[config.mk]
export PLATFORM = sky130hd
export DESIGN_NAME = ysyx_220053_lsu
export DESIGN_NICKNAME = d
export VERILOG_FILES = /design/src/rtl/ysyx_220053_lsu.sv
export SDC_FILE = /design/constraint.sdc
export NUM_CORES = 1
export LEC_CHECK = 0
export ABC_AREA = 1
export BUFFER_PORTS_ARGS = -buffer_cell sky130_fd_sc_hd__buf_2
export CAP_MARGIN = 15
export CORE_MARGIN = 5
export CORE_UTILIZATION = 31
export CTS_CLUSTER_SIZE = 25
export DETAILED_ROUTE_END_ITERATION = 10
export PLACE_DENSITY = 0.5
export SYNTH_ARGS = -nofsm -noshare
export SYNTH_HDL_FRONTEND = slang
export SYNTH_SLANG_ARGS = --single-unit
export TNS_END_PERCENT = 1
[constraint.sdc]
create_clock -name clk -period 2.3 [get_ports clk]
set_clock_uncertainty 0.2 [all_clocks]
set_input_delay 0.23 -clock clk [delete_from_list [all_inputs] [get_ports clk]]
set_output_delay 0.23 -clock clk [all_outputs]
set_load 0.05 [all_outputs]
[src/rtl/ysyx_220053_lsu.sv]
// ysyx_220053_lsu: load/store responder between the EXU and a 64-bit data bus.
//   Captures one memory op per request. Handles lane alignment and byte masks,
//   then sign- or zero-extends the returned load data.
//   Optional: define YSYX_220053_LSU_MISALIGN_CHECK_EN to reject unaligned
//   accesses with resp_err and no bus traffic.
// Ports:
//   clk, rst_n            clock, async active-low reset
//   req_*                 core request (valid/ready, wen, memop, addr, wdata)
//   resp_*                one-cycle completion pulse with load data / error
//   busy                  core stall
//   bus_*                 data-memory request channel and read-return channel
module ysyx_220053_lsu #(
  parameter int TIMEOUT = 255,
  parameter int ADDR_W  = 64
) (
  input  logic              clk,
  input  logic              rst_n,
  input  logic              req_valid,
  output logic              req_ready,
  input  logic              req_wen,
  input  logic [2:0]        req_memop,
  input  logic [ADDR_W-1:0] req_addr,
  input  logic [63:0]       req_wdata,
  output logic              resp_valid,
  output logic [63:0]       resp_rdata,
  output logic              resp_err,
  output logic              busy,
  output logic              bus_valid,
  input  logic              bus_ready,
  output logic [ADDR_W-1:0] bus_addr,
  output logic              bus_wen,
  output logic [63:0]       bus_wdata,
  output logic [7:0]        bus_wmask,
  input  logic              bus_rvalid,
  input  logic [63:0]       bus_rdata
);

  typedef enum logic [1:0] {S_IDLE, S_REQ, S_WAIT, S_RESP} state_t;
  localparam int CW = (TIMEOUT > 1) ? $clog2(TIMEOUT + 1) : 1;

  state_t            state, state_nxt;
  logic [CW-1:0]     cnt;
  logic              wen_q, err_q;
  logic [2:0]        memop_q;
  logic [ADDR_W-1:0] addr_q;
  logic [63:0]       wdata_q, rdata_q;
  logic [7:0]        wmask_q;

  // Request decode. memop[1:0]: 00 w, 01 b, 10 h, 11 d; memop[2] = unsigned.
  // A store with memop[2] set is illegal and degrades to a word store.
  logic       illegal_st, mis_abort, timeout_hit;
  logic [1:0] sz;
  logic [7:0] base_mask, req_wmask;
  logic [63:0] req_wdata_sh;

  assign illegal_st   = req_wen & req_memop[2];
  assign sz           = illegal_st ? 2'b00 : req_memop[1:0];
  assign req_wmask    = base_mask << req_addr[2:0];
  assign req_wdata_sh = req_wdata << {req_addr[2:0], 3'b000};

  always_comb begin
    base_mask = 8'h0F;
    case (sz)
      2'b01:   base_mask = 8'h01;
      2'b10:   base_mask = 8'h03;
      2'b11:   base_mask = 8'hFF;
      default: base_mask = 8'h0F;
    endcase
  end

`ifdef YSYX_220053_LSU_MISALIGN_CHECK_EN
  logic req_misalign;
  always_comb begin
    req_misalign = 1'b0;
    case (sz)
      2'b10:   req_misalign = req_addr[0];
      2'b00:   req_misalign = |req_addr[1:0];
      2'b11:   req_misalign = |req_addr[2:0];
      default: req_misalign = 1'b0;
    endcase
  end
  assign mis_abort = req_misalign;
`else
  assign mis_abort = 1'b0;
`endif

  // Counter starts at 0 on the first cycle of S_REQ/S_WAIT, so hitting
  // TIMEOUT-1 means TIMEOUT cycles have been spent there.
  assign timeout_hit = (TIMEOUT != 0) && (cnt == CW'(TIMEOUT - 1));

  logic capture, cap_rdata, to_abort;

  always_comb begin
    state_nxt = state;
    capture   = 1'b0;
    cap_rdata = 1'b0;
    to_abort  = 1'b0;
    case (state)
      S_IDLE: if (req_valid) begin
        capture   = 1'b1;
        state_nxt = mis_abort ? S_RESP : S_REQ;
      end
      S_REQ: begin
        if (bus_ready) begin
          if (wen_q) state_nxt = S_RESP;
          else if (bus_rvalid) begin
            cap_rdata = 1'b1;
            state_nxt = S_RESP;
          end else state_nxt = S_WAIT;
        end else if (timeout_hit) begin
          to_abort  = 1'b1;
          state_nxt = S_RESP;
        end
      end
      S_WAIT: begin
        if (bus_rvalid) begin
          cap_rdata = 1'b1;
          state_nxt = S_RESP;
        end else if (timeout_hit) begin
          to_abort  = 1'b1;
          state_nxt = S_RESP;
        end
      end
      default: state_nxt = S_IDLE;
    endcase
  end

  always_ff @(posedge clk or negedge rst_n) begin
    if (!rst_n) begin
      state   <= S_IDLE;
      cnt     <= '0;
      wen_q   <= 1'b0;
      err_q   <= 1'b0;
      memop_q <= '0;
      addr_q  <= '0;
      wdata_q <= '0;
      wmask_q <= '0;
      rdata_q <= '0;
    end else begin
      state <= state_nxt;
      if (state_nxt != state) cnt <= '0;
      else if (state == S_REQ || state == S_WAIT) cnt <= cnt + 1'b1;
      else cnt <= '0;
      if (capture) begin
        wen_q   <= req_wen;
        memop_q <= req_memop;
        addr_q  <= req_addr;
        wdata_q <= req_wdata_sh;
        wmask_q <= req_wmask;
        err_q   <= illegal_st | mis_abort;
        rdata_q <= '0;
      end
      if (cap_rdata) rdata_q <= bus_rdata;
      if (to_abort)  err_q   <= 1'b1;
    end
  end

  // Load extraction from the captured bus word.
  logic [63:0] x, ext;
  assign x = rdata_q >> {addr_q[2:0], 3'b000};

  always_comb begin
    ext = x;
    case (memop_q[1:0])
      2'b01:   ext = memop_q[2] ? {56'd0, x[7:0]}  : {{56{x[7]}},  x[7:0]};
      2'b10:   ext = memop_q[2] ? {48'd0, x[15:0]} : {{48{x[15]}}, x[15:0]};
      2'b00:   ext = memop_q[2] ? {32'd0, x[31:0]} : {{32{x[31]}}, x[31:0]};
      default: ext = x;
    endcase
  end

  logic in_req, in_resp;
  assign in_req  = (state == S_REQ);
  assign in_resp = (state == S_RESP);

  assign req_ready  = (state == S_IDLE);
  assign busy       = req_valid | (state != S_IDLE);
  assign resp_valid = in_resp;
  assign resp_err   = in_resp & err_q;
  assign resp_rdata = (in_resp && !wen_q && !err_q) ? ext : 64'd0;

  assign bus_valid = in_req;
  assign bus_addr  = in_req ? {addr_q[ADDR_W-1:3], 3'b000} : '0;
  assign bus_wen   = in_req & wen_q;
  assign bus_wdata = in_req ? wdata_q : 64'd0;
  assign bus_wmask = in_req ? wmask_q : 8'd0;

endmodule

=== Word level (Yosys, flattened, before mapping) ===
Index checks and enable logic that the tools add are counted.

* Bits in registers: 215
* Input port bits: 201

* Add/subtract/negate cells: 1
* Equality and inequality tests: 10
* Shifts and indexed selects: 3
* Mux-type cells: 33
* Bitwise gates (word level): 4
* Reduce and logical (&&, ||, !) cells: 10

{| class="wikitable"
|+ Operators by type and width
! cell !! number
|-
| 64-bit 2-to-1 mux || 8
|-
| 64-bit case mux with 3 select lines || 1
|-
| 64-bit by 6-bit left shift with 64-bit output || 1
|-
| 64-bit by 6-bit >> shifter with 64-bit output || 1
|-
| 8-bit 2-to-1 mux || 3
|-
| 8-bit case mux with 3 select lines || 1
|-
| 1-bit 2-to-1 mux || 12
|-
| 2-bit equality test, second input constant || 5
|-
| 2-bit 2-to-1 mux || 5
|-
| 8-bit by 1-bit adder with 8-bit output, second input constant || 1
|-
| 8-bit equality test, second input constant || 1
|-
| 8-bit by 3-bit left shift with 8-bit output || 1
|-
| 2-bit by 1-bit equality test with 1-bit output, second input constant || 3
|-
| 2-bit case mux with 3 select lines || 1
|-
| 2-bit nonzero test || 3
|-
| 2-bit zero test || 2
|-
| 1-bit case mux with 2 select lines || 2
|-
| 1-bit bitwise AND || 3
|-
| 1-bit logical AND || 2
|-
| 1-bit zero test || 2
|-
| 2-bit != test || 1
|-
| 1-bit logical OR || 1
|-
| 1-bit bitwise OR || 1
|}

=== Logic depth before layout (Yosys ltp) ===
* Word-level depth: 6
* Gate-level depth with buffers: 13
* Depth with buffers taken out: 13

=== Worst setup path before layout ===
No wires, ideal clock.

* Path kind: flip-flop to output port
* Start point: register state[1]
* End point: output resp_rdata[56]
* Arrival time: 2742 ps
* Required time: 1870 ps
* Slack: -872 ps
* Cell stages (with the launch flop): 7
* Buffers on the path: 1
* Cells stage by stage: dfrtp_1 -> ha_1 -> inv_1 -> nor3_2 -> inv_1 -> clkbuf_1 -> nor3_1

* Cells in the longest elaborated chain, start to end: 4

{| class="wikitable"
|+ RTL lines
! element !! RTL line !! source
|-
| start: declaration || 41 || <nowiki>state_t state, state_nxt;</nowiki>
|-
| start signal: assignment || 140 || <nowiki>state <= state_nxt;</nowiki>
|-
| 2-bit equality test || 174 || <nowiki>assign in_resp = (state == S_RESP);</nowiki>
|-
| net resp_valid || 24 || <nowiki>output logic resp_valid,</nowiki>
|-
| 1-bit logical AND (2 in series) || 180 || <nowiki>assign resp_rdata = (in_resp && !wen_q && !err_q) ? ext : 64'd0;</nowiki>
|-
| 64-bit 2-to-1 mux || 180 ||
|-
| end: declaration || 25 || <nowiki>output logic [63:0] resp_rdata,</nowiki>
|}

The timed path passes the listed nets, and every way through them passes these cells.

=== Final worst setup path ===
* Start point: register addr_q[0]
* End point: output resp_rdata[59]

* Cells in the longest elaborated chain, start to end: 4
* Elaborated cells between the ends (all ways): 6
* Those cells by class: shift: 1; mux: 5

{| class="wikitable"
|+ RTL lines
! element !! RTL line !! source
|-
| start: declaration || 45 || <nowiki>logic [ADDR_W-1:0] addr_q;</nowiki>
|-
| start signal: assignment || 147 || <nowiki>addr_q <= req_addr;</nowiki>
|-
| 64-bit by 6-bit >> shifter with 64-bit output (*) || 160 || <nowiki>assign x = rdata_q >> {addr_q[2:0], 3'b000};</nowiki>
|-
| 64-bit 2-to-1 mux (on tied branches) || 167, 165, 166 ||
|-
| 64-bit case mux with 3 select lines (*) || 164 || <nowiki>case (memop_q[1:0])</nowiki>
|-
| 64-bit 2-to-1 mux (*) || 180 ||
|}

Every way passes the cells marked *; elsewhere a longest branch is shown, timed or not.

==> results.sh <==
export IMPL_p_comb_share_pct=61.5
export IMPL_drt_iter0_drc=1127
export IMPL_die_x_microns=219
export IMPL_stdcell_count=3209
export IMPL_holdCritStartpoint="req_wdata[17]"
export IMPL_fin_area_sq_um=22100
export IMPL_rrSetupSlack_ps=20
export IMPL_setup_viol_count_final=158
export IMPL_drc_errors=0
export IMPL_ff2ff_path_depth=8
export IMPL_routedWlPerCell_microns=18.3
export IMPL_period_minus_slack_ps=2810
export IMPL_gp_congestion=0.929
export IMPL_drive_gt1_share_pct=28.9
export IMPL_grt_total_usage_pct=23.8
export IMPL_coreArea_sq_um=43100
export IMPL_synth_area_sq_um=13500
export IMPL_synth_cells=1976
export IMPL_fin_nets=2810
export IMPL_leakagePower_nw=11.4
export IMPL_worstMarginPinSlew_ps=590
export IMPL_min_path_type="in2reg"
export IMPL_worst_setup_path_start_kind="flip-flop"
export IMPL_cts_buffers=27
export IMPL_clock_path_buffers=3
export IMPL_worstSetupPathType="reg2out"
export IMPL_dieArea_sq_um=47800
export IMPL_grt_start_max_net_pins=72
export IMPL_violations="setup timing"
export IMPL_wl_met1_microns=23200
export IMPL_drt_pass1_iter_count=5
export IMPL_synth_warnings=0
export IMPL_ys_ff_latch=215
export IMPL_worst_slack_ps=-514
export IMPL_worstSkewPairLatency_ps=550
export IMPL_slowest_stage="dfrtp_2"
export IMPL_hold_viol_final=0
export IMPL_yosysSeqAreaShare_pct=39.9
export IMPL_wl_met3_microns=3610
export IMPL_synth_edff_count=0
export IMPL_totalWireLength_microns=58800
export IMPL_async_reset_ff_share_pct=100
export IMPL_dp_hpwl_microns=41800
export IMPL_fmax_mhz=355
export IMPL_grt_pass1_wl_microns=90800
export IMPL_first_global_vias=16300
export IMPL_cts_root_buf="clkbuf_16"
export IMPL_numPlacedInstances=2927
export IMPL_crit_fanout=14
export IMPL_drv_slew=0
export IMPL_maxCapViolCount=0
export IMPL_die_h_microns=219
export IMPL_antenna_found_initial=7
export IMPL_routed_via_density=4.87
export IMPL_final_period_utilization_pct=122
export IMPL_fillers=4125
export IMPL_io_pins=407
export IMPL_row_count=76
export IMPL_start_util_pct=31.3
export IMPL_power_mw=28.5
export IMPL_clock_sinks=215
export IMPL_hold_end="wdata_q[41]"
export IMPL_end_kind="primary output"
export IMPL_cpPeakStageDelay_ps=470
export IMPL_p_per_area_nw_per_um2=1290
export IMPL_timing_rr_start="state[0]"
export IMPL_ant_nets=0
export IMPL_vias=15600
export IMPL_avgSynthCellArea_sq_um=6.83
export IMPL_cp_arrival_ps=2380
export IMPL_p_seq_share_pct=22.7
export IMPL_htree_levels=1
export IMPL_ys_flop_type="dfrtp_1"
export IMPL_met2_wirelength_microns=29700
export IMPL_dpl_cell_area_sq_um=17100
export IMPL_cell_internal_pwr_mw=14.4
export IMPL_dr_max_layer_used="met5"
export IMPL_numPortBuffers=403
export IMPL_clkTransAtPathRegs_ps=60
export IMPL_cp_required_ps=1870
export IMPL_areaGrowthSynthToFinish_pct=63.7
export IMPL_crit_chain="buf_12 -> o21a_1 -> nand2_2 -> nand3_2 -> nand2_2 -> nand2_4 -> nand2_4 -> nor2_4 -> buf_12 -> nor3_4 -> buf_6"
export IMPL_r2r_end="wdata_q[34]"
export IMPL_status="complete, but fails checks"
export IMPL_sw_frac_of_total_pct=49.2
export IMPL_p_sw_mw=14.0
export IMPL_overflow=0
export IMPL_dpl_worst_slack_ps=-54.6
export IMPL_ir_worst_vdd_uv=770
export IMPL_tritoncts="built"
export IMPL_yosysUniqueCellTypes=44
export IMPL_rsz0062_at_grt="yes"
export IMPL_whs_path_depth=7
export IMPL_clock_power_share_pct=15.8
export IMPL_slew_headroom_pct=60.5
cells in the mapped netlist (5+ instances only):
cell	number	area share, %
inv_2	8	0.22
a21oi_1	40	1.5
o211ai_1	46	2.6
nand3_1	104	3.9
nor2_2	18	0.83
ha_1	9	0.83
o21ai_2	28	1.8
o22ai_1	34	1.6
nor3_1	12	0.45
o31ai_1	5	0.28
nor2_1	63	1.8
o221ai_1	7	0.45
buf_2	33	1.2
nand2_1	687	19
o21ai_1	49	1.8
clkbuf_1	73	2.0
a22oi_1	6	0.33
buf_6	9	0.75
o21ai_0	162	6.0
inv_1	291	8.1
dfrtp_1	215	40
buf_1	17	0.47
mux2i_1	23	1.7
stage by stage:
| step | setup TNS, ps | hold slack, ps | util, % |
|---|---|---|---|
| floorplan | -15010 | -266 | - |
| global route | -57860 | 32.1 | 51.2 |
| finish | -37950 | 18.8 | 51.2 |
| global placement | -319 | -41.1 | 39.7 |
| CTS | -43810 | 1.80 | 50.6 |
| detailed placement | -996 | -36.7 | 39.7 |
registers in the layout, summed over array words and instances (netlist names):
register and flops:
wen_q 1, wdata_q 64, wmask_q 8, state 2
cnt 8, err_q 1, addr_q 64, memop_q 3
rdata_q 64
logic make-up after synthesis:
| kind of cell | Yosys count | synth area share (%) |
|---|---|---|
| and+or+nand+nor | 899 | 27.2 |
| buffers and inverters | 437 | 13.2 |
| AOI/OAI and AO/OA | 392 | 17.2 |
| DFF | 215 | 39.9 |
| muxes | 23 | 1.71 |
| adders and majority gates | 9 | 0.835 |
| other | 1 | 0.0278 |
cell usage in the layout (no fill, tap or decap), drive strengths merged:
master       Yosys  routed
buf             64     503
o311ai           1       1
clkinvlp         0       1
dfrtp          215     215
nand2          691     692
inv            299     300
o22ai           34      34
nor3            13      13
or2              1       1
o221ai           7       7
clkbuf          73      36
clkinv           1      12
mux2i           23      23
a21o             1       1
nor2            83      83
conb             1       3
o211ai          46      46
ha               9       9
o21bai           3       3
a31oi            3       3
and2             2       2
o21ai          239     239
o31ai            6       6
a211oi           4       4
diode            0       3
nand3          109     109
a22o             1       1
a21oi           40      40
bufinv           0       4
a22oi            6       6
dlygate4sd3      0     223
o21a             1       1
area by class of cell:
cell class / count / area [sq um] / area share [%]
Timing Repair Buffer: 729 / 6930 / 31.4
Antenna cell: 3 / 7.51 / 0.0340
Sequential cell: 215 / 5380 / 24.4
Inverter: 300 / 1140 / 5.15
Tap cell: 585 / 732 / 3.32
Clock inverter: 17 / 203 / 0.918
Multi-Input combinational cell: 1327 / 6960 / 31.5
Clock buffer: 33 / 728 / 3.30
timing repair:
item / CTS / global route
hold buffers: 224 / 0
cloned: 1 / 3
pin swaps: 3 / 4
buffers inserted: 1 / 0
gates resized for setup: 501 / 89
setup endpoints to repair: 197 / 199
hold endpoints to repair: 410 / 0
worst max path at each step:
stage                   start             end  slack [ps]  cells after the start
finish              addr_q[0]  resp_rdata[59]        -510                     11
global route        addr_q[0]  resp_rdata[41]        -630                      9
CTS                 addr_q[0]  resp_rdata[59]        -520                     11
detailed placement  addr_q[0]  resp_rdata[42]         -50                     11
global placement    addr_q[0]  resp_rdata[33]         -40                      9
floorplan            state[1]   bus_wdata[20]        -150                      7
routing by layer:
layer  GRT usage (%)  vias to the layer above
met2            42.6                      602
met5               0                        -
met3            4.20                      137
li1                -                     7474
met4            8.08                       10
met1            29.0                     7416
critical path, delay by kind of cell (launching register included):
kind / cells / cell delay, ps
flops: 1 / 470
compound gates: 1 / 190
buf+inv: 3 / 500
simple gates: 7 / 670
power groups by stage:
stage / sequential (mW) / combinational [mW] / clock (mW)
global route: 6.66 / 18.8 / 4.77
CTS: 6.45 / 17.0 / 4.62
finish: 6.46 / 17.5 / 4.50
detailed placement: 6.47 / 14.9 / 0
global placement: 6.47 / 14.8 / 0
floorplan: 6.05 / 10.3 / 0
Note: power is estimated with default switching activity, not from simulation.
